--- src/rtl/ex_div_if.sv ---
// Request/result bundle between the EX stage and the iterative divider.
// The EX stage drives the master side; the divider sits on the slave side.
interface ex_div_if;
    logic        div_start_i;
    logic        div_signed_i;
    logic [31:0] div_opdata_1_i;
    logic [31:0] div_opdata_2_i;
    logic        div_annul_i;
    logic [63:0] div_result_o;
    logic        div_ready_o;
    logic        div_busy_o;

    modport master (
        output div_start_i, div_signed_i, div_opdata_1_i, div_opdata_2_i, div_annul_i,
        input  div_result_o, div_ready_o, div_busy_o
    );

    modport slave (
        input  div_start_i, div_signed_i, div_opdata_1_i, div_opdata_2_i, div_annul_i,
        output div_result_o, div_ready_o, div_busy_o
    );
endinterface

--- src/rtl/ex_div.sv ---
// Iterative restoring divider for EX, one quotient bit per cycle, result {remainder, quotient}.
// Define EX_DIV_SIGNED_EN to build signed DIV support; otherwise every divide is DIVU.
module ex_div (
    input logic     clk,
    input logic     rst,
    ex_div_if.slave div_bus
);
    typedef enum logic [1:0] {S_IDLE, S_BYZERO, S_ON, S_END} state_t;

    state_t      state;
    logic [64:0] work;
    logic [4:0]  cnt;
    logic [31:0] divisor;
    logic [63:0] result;
    logic        ready;
    logic        busy;

    logic [64:0] shifted;
    logic [32:0] trial;
    logic [64:0] step;
    logic [31:0] dividend_mag;
    logic [31:0] divisor_mag;
    logic [31:0] quot_fix;
    logic [31:0] rem_fix;

    // Upper 33 bits hold the partial remainder, lower 32 collect quotient bits.
    always_comb begin
        shifted = {work[63:0], 1'b0};
        trial   = shifted[64:32] - {1'b0, divisor};
        step    = trial[32] ? shifted : {trial, shifted[31:1], 1'b1};
    end

`ifdef EX_DIV_SIGNED_EN
    logic neg_quot;
    logic neg_rem;

    always_comb begin
        dividend_mag = (div_bus.div_signed_i && div_bus.div_opdata_1_i[31])
                       ? -div_bus.div_opdata_1_i : div_bus.div_opdata_1_i;
        divisor_mag  = (div_bus.div_signed_i && div_bus.div_opdata_2_i[31])
                       ? -div_bus.div_opdata_2_i : div_bus.div_opdata_2_i;
        quot_fix     = neg_quot ? -step[31:0]  : step[31:0];
        rem_fix      = neg_rem  ? -step[63:32] : step[63:32];
    end

    // Sign decisions are taken at start so the fix-up is ready on the last step.
    always_ff @(posedge clk) begin
        if (rst) begin
            neg_quot <= 1'b0;
            neg_rem  <= 1'b0;
        end else if (state == S_IDLE && div_bus.div_start_i) begin
            neg_quot <= div_bus.div_signed_i &
                        (div_bus.div_opdata_1_i[31] ^ div_bus.div_opdata_2_i[31]);
            neg_rem  <= div_bus.div_signed_i & div_bus.div_opdata_1_i[31];
        end
    end
`else
    always_comb begin
        dividend_mag = div_bus.div_opdata_1_i;
        divisor_mag  = div_bus.div_opdata_2_i;
        quot_fix     = step[31:0];
        rem_fix      = step[63:32];
    end
`endif

    always_ff @(posedge clk) begin
        if (rst) begin
            state   <= S_IDLE;
            work    <= '0;
            cnt     <= '0;
            divisor <= '0;
            result  <= '0;
            ready   <= 1'b0;
            busy    <= 1'b0;
        end else begin
            ready <= 1'b0;
            case (state)
                S_IDLE: begin
                    if (div_bus.div_start_i) begin
                        busy <= 1'b1;
                        if (div_bus.div_opdata_2_i != 32'd0) begin
                            state   <= S_ON;
                            work    <= {33'd0, dividend_mag};
                            divisor <= divisor_mag;
                            cnt     <= '0;
                        end else begin
                            // Divide by zero keeps the raw dividend for the remainder.
                            state <= S_BYZERO;
                            work  <= {33'd0, div_bus.div_opdata_1_i};
                        end
                    end
                end
                S_BYZERO: begin
                    if (div_bus.div_annul_i) begin
                        state <= S_IDLE;
                        busy  <= 1'b0;
                    end else begin
                        state  <= S_END;
                        ready  <= 1'b1;
                        result <= {work[31:0], 32'hFFFF_FFFF};
                    end
                end
                S_ON: begin
                    if (div_bus.div_annul_i) begin
                        state <= S_IDLE;
                        busy  <= 1'b0;
                    end else begin
                        work <= step;
                        cnt  <= cnt + 5'd1;
                        if (cnt == 5'd31) begin
                            state  <= S_END;
                            ready  <= 1'b1;
                            result <= {rem_fix, quot_fix};
                        end
                    end
                end
                S_END: begin
                    state <= S_IDLE;
                    busy  <= 1'b0;
                end
                default: begin
                    state <= S_IDLE;
                    busy  <= 1'b0;
                end
            endcase
        end
    end

    assign div_bus.div_result_o = result;
    assign div_bus.div_ready_o  = ready;
    assign div_bus.div_busy_o   = busy;
endmodule

--- src/flat_wrapper.sv ---
// flat-port wrapper written by rule: the top's interface ports become plain ports
module ex_div_flat 
  (clk, rst, div_bus_div_start_i, div_bus_div_signed_i, div_bus_div_opdata_1_i, div_bus_div_opdata_2_i, div_bus_div_annul_i, div_bus_div_result_o, div_bus_div_ready_o, div_bus_div_busy_o);
  ex_div_if div_bus_i ();
  input logic clk;
  input logic rst;
  input wire logic [$bits(div_bus_i.div_start_i)-1:0] div_bus_div_start_i;
  input wire logic [$bits(div_bus_i.div_signed_i)-1:0] div_bus_div_signed_i;
  input wire logic [$bits(div_bus_i.div_opdata_1_i)-1:0] div_bus_div_opdata_1_i;
  input wire logic [$bits(div_bus_i.div_opdata_2_i)-1:0] div_bus_div_opdata_2_i;
  input wire logic [$bits(div_bus_i.div_annul_i)-1:0] div_bus_div_annul_i;
  output wire logic [$bits(div_bus_i.div_result_o)-1:0] div_bus_div_result_o;
  output wire logic [$bits(div_bus_i.div_ready_o)-1:0] div_bus_div_ready_o;
  output wire logic [$bits(div_bus_i.div_busy_o)-1:0] div_bus_div_busy_o;
  assign div_bus_i.div_start_i = div_bus_div_start_i;
  assign div_bus_i.div_signed_i = div_bus_div_signed_i;
  assign div_bus_i.div_opdata_1_i = div_bus_div_opdata_1_i;
  assign div_bus_i.div_opdata_2_i = div_bus_div_opdata_2_i;
  assign div_bus_i.div_annul_i = div_bus_div_annul_i;
  assign div_bus_div_result_o = div_bus_i.div_result_o;
  assign div_bus_div_ready_o = div_bus_i.div_ready_o;
  assign div_bus_div_busy_o = div_bus_i.div_busy_o;
  ex_div u_core (.clk(clk), .rst(rst), .div_bus(div_bus_i));
endmodule
--- config.mk ---
export PLATFORM = sky130hd
export DESIGN_NAME = ex_div_flat
export DESIGN_NICKNAME = d
export VERILOG_FILES = /design/src/rtl/ex_div_if.sv /design/src/rtl/ex_div.sv /design/src/flat_wrapper.sv
export SDC_FILE = /design/constraint.sdc
export NUM_CORES = 1
export LEC_CHECK = 0
export CAP_MARGIN = 20
export CORE_ASPECT_RATIO = 1.2
export CORE_UTILIZATION = 45
export DETAILED_ROUTE_END_ITERATION = 8
export DONT_BUFFER_PORTS = 1
export PLACE_DENSITY = 0.62
export SYNTH_ARGS = -nofsm -noshare
export SYNTH_HDL_FRONTEND = slang
export SYNTH_SLANG_ARGS = --single-unit
--- constraint.sdc ---
create_clock -name clk -period 3.9 [get_ports clk]
set_input_delay 0.585 -clock clk [delete_from_list [all_inputs] [get_ports clk]]
set_output_delay 0.585 -clock clk [all_outputs]
set_load 0.005 [all_outputs]
==> key figures <==
Outcome
  – Status: finished clean

Timing
  – Final worst path period share: 92.54%
  – Endpoints failing setup: 0
  – Max Fclk: 277.1 MHz
  – Max Slew Vio Count: 0
  – Minimum clock period after layout: 3609 ps
  – Final hold slack: 224.8 ps
  – Unrepaired setup endpoints after global routing: false
  – TNS Setup: 0 ps
  – Clk_skew: 11.73 ps
  – Worst-margin pin slew: 979.1 ps
  – Hold Violations, Final: 0
  – Max-slew headroom: 34.57%

GRT
  – Grt total ovfl: 0
  – First-pass GRT wire length: 40820 um
  – Initial antenna violation count: 0
  – Total Routing Usage GR: 24.04%
  – Pin count of the biggest net entering global routing: 124
  – Vias in the first global route: 7600

Detailed routing
  – Drc violations: 0
  – M1 WL: 11920 um
  – ANT nets after route: 0
  – Routed WL per cell: 18.18 um
  – Total number of vias: 8079
  – Routed vias/inst: 5.833
  – Top sig layer: met4
  – First-pass DRT Iterations: 4
  – Total length of routed met2 wires: 11130 um
  – Routed met3 length: 1768 um
  – Initial DRC count: 574
  – Final wirelength: 25180 um

Yosys
  – Number of synthesized register bits: 169
  – Synth async-reset ratio: 0%
  – Synth warn: 0
  – Avg Inst Size Synth: 8.102 um^2
  – Syn Inst Count: 1144
  – Seq/Total Area, Yosys: 36.50%
  – Netlist cell types: 68
  – Dominant cells by area after synthesis: dfxtp_1 37%, mux2i_1 7.7%, o21ai_0 5.9%
  – Mapped Area: 0.009269 mm^2
  – EDFF count, synth: 0
  – Area leader, netlist: dfxtp_1
  – Post-synth top flop: dfxtp_1
  – Syn nets: 1251
  – Synth top area share: 36.50%

Floorplan
  – Die ar.: 0.02118 mm^2
  – IO Pins: 135
  – Overall die height: 159.2 um
  – # rows: 57
  – Initial core utilization: 45.92%
  – Core Area: 0.02018 mm^2
  – Die Span X: 133.0 um

Power and ir drop
  – Worst-case vdd ir drop: 347.3 uV
  – Pleak: 3.919 nW
  – Power Dens Cells: 639.1 mW/mm^2

Layout
  – Inserted Diodes: 0
  – Area of the multi-input gates: 0.005416 mm^2
  – Most common cell after layout, fill and taps aside: dfxtp_1
  – Layout cells sized above 1: 7.679%
  – FF+latch area: 0.003383 mm^2
  – Area delta synth->final: 8.909%
  – Final std cells w/o fill: 1385
  – Commonest cells after routing, fill and taps aside: 169 x dfxtp_1, 113 x nor2_1, 109 x o21ai_0
  – Finished Cell Area: 0.01009 mm^2
  – Fillers: 1946
  – Util after Layout: 50.02%
  – Net count, final: 1214

Clocking
  – Clk_lat worst skew: 430 ps
  – Max clock buf depth: 2
  – Root Driver: clkbuf_16
  – Htree depth: 4
  – CTS clk-pin slew, worst paths: 70 ps
  – Total CTS buffers: 17
  – Cts hold-fix bufs: 0
  – CTS sink count: 169
  – CTS tree: yes

Critical path
  – Critical path launch point type: flip-flop
  – CP cell instances: inv_1 > ha_1 > inv_1 > fa_1 > a211oi_2 > o211ai_1 > a22oi_1 > buf_4 > a21oi_4 > mux2i_4 > buf_4 > or4_1 > and3_1 > o41ai_2
  – Slowest CP cell: or4_1
  – Setup Crit Path Kind: reg2reg
  – Critical path required time: 4230 ps
  – R2R setup slack: 290 ps
  – Critical Path End Type: flip-flop
  – Crit-path max FO: 15
  – Worst path max stage delay: 520 ps
  – CP arrival: 3940 ps

Place
  – Port buffer count: 0
  – DP Area: 0.009498 mm^2
  – Gpl congestion: 0.8714
  – Detailed placement HPWL: 18240 um
  – # placed instances: 1353

Run
  – Max-cap viol count: 0

Hold path
  – Hold Crit Class: in2reg
==> repair_timing <==
action,4_1_cts,5_1_grt
resized for setup,0,2
endpoints found under the setup margin,0,15
buffers inserted,0,0
==> logic make-up (layout without fill, tap and decap cells) <==
logic type / count (synthesis) / count (layout) / share of synthesized area, %
xor+xnor: 26 / 26 / 2.457
fa+ha+maj: 38 / 38 / 5.211
flops: 169 / 169 / 36.50
simple gates: 357 / 357 / 17.64
compound gates: 353 / 353 / 24.70
buf+inv: 127 / 103 / 5.426
mux: 74 / 74 / 8.059
==> per-stage QoR <==
step	worst slack [ps]	total power, W
after floorplan	902.4	0.004144
after global placement	184.8	0.004759
after detailed placement	167.1	0.004787
after CTS	129.4	0.006466
after global routing	88.09	0.006887
final	291.0	0.006451
==> final cells by class <==
type	instances	area share [%]
timing repair buffer	27	2.132
clock buffer	17	4.214
sequential	169	33.52
inverter	44	1.636
tap	265	3.285
multi-input combinational	848	53.66
clock inverter	15	1.562
==> critical path, delay by kind of cell (launching register included) <==
| family | cells | cell delay (ps) |
|---|---|---|
| flip-flops | 1 | 310 |
| adder cells (fa/ha/maj) | 2 | 630 |
| multiplexers | 1 | 280 |
| AO/OA/AOI/OAI | 5 | 940 |
| buffers and inverters | 4 | 600 |
| AND/OR/NAND/NOR | 2 | 730 |
==> path summary, 6_finish.rpt <==
| kind | endpoint | cells after the start | start |
|---|---|---|---|
| setup / recovery | u_core.div_bus.div_result_o[52]$_SDFFE_PP0P_ | 14 | u_core.work[31]$_SDFFE_PP0P_ |
| hold / removal | u_core.div_bus.div_result_o[2]$_SDFFE_PP0P_ | 1 | rst |
| setup reg to reg | u_core.div_bus.div_result_o[52]$_SDFFE_PP0P_ | 14 | u_core.work[31]$_SDFFE_PP0P_ |
| hold reg to reg | u_core.cnt[4]$_SDFFE_PP0P_ | 2 | u_core.cnt[4]$_SDFFE_PP0P_ |
==> cells in the mapped netlist, types with 3 or more instances <==
cell type	instances
nor4_1	11
and3_1	16
ha_1	37
xnor2_1	14
inv_1	42
a211oi_1	41
nand2_1	108
a311oi_1	5
and4_1	4
nor2_1	114
a21oi_1	79
clkbuf_1	63
o21ai_0	109
o31ai_1	6
o211ai_1	12
and2_1	16
buf_2	13
a221oi_1	4
a31oi_1	9
o21ai_1	15
o21bai_1	3
o311ai_0	4
o21a_1	6
o41ai_2	6
or3_1	3
o41ai_1	8
a32o_1	4
xor2_1	12
dfxtp_1	169
mux2i_1	71
nor3_1	15
a21o_1	13
nand2b_1	6
nand3_1	35
or2_2	5
o211a_1	3
a21boi_1	4
nand4_1	14
buf_1	3
nor2b_1	5
==> registers in the layout (all words and copies together) (netlist names) <==
signal,flops
u_core.cnt,5
u_core.div_bus.div_busy_o,1
u_core.div_bus.div_ready_o,1
u_core.div_bus.div_result_o,64
u_core.divisor,32
u_core.state,2
u_core.work,64
==> layer usage <==
metal	up-vias	global-route usage, %
li1	4061	-
met4	0	6.061
met2	255	37.46
met5	-	0
met3	26	6.145
met1	3737	32.94
==> power breakdown <==
group	switching [W]	internal, W	total (W)
Sequential	0.000259	0.00201	0.00227
Clock	0.000816	0.000854	0.00167
Combinational	0.00156	0.000954	0.00251
Power figures use the tool's default switching activity.
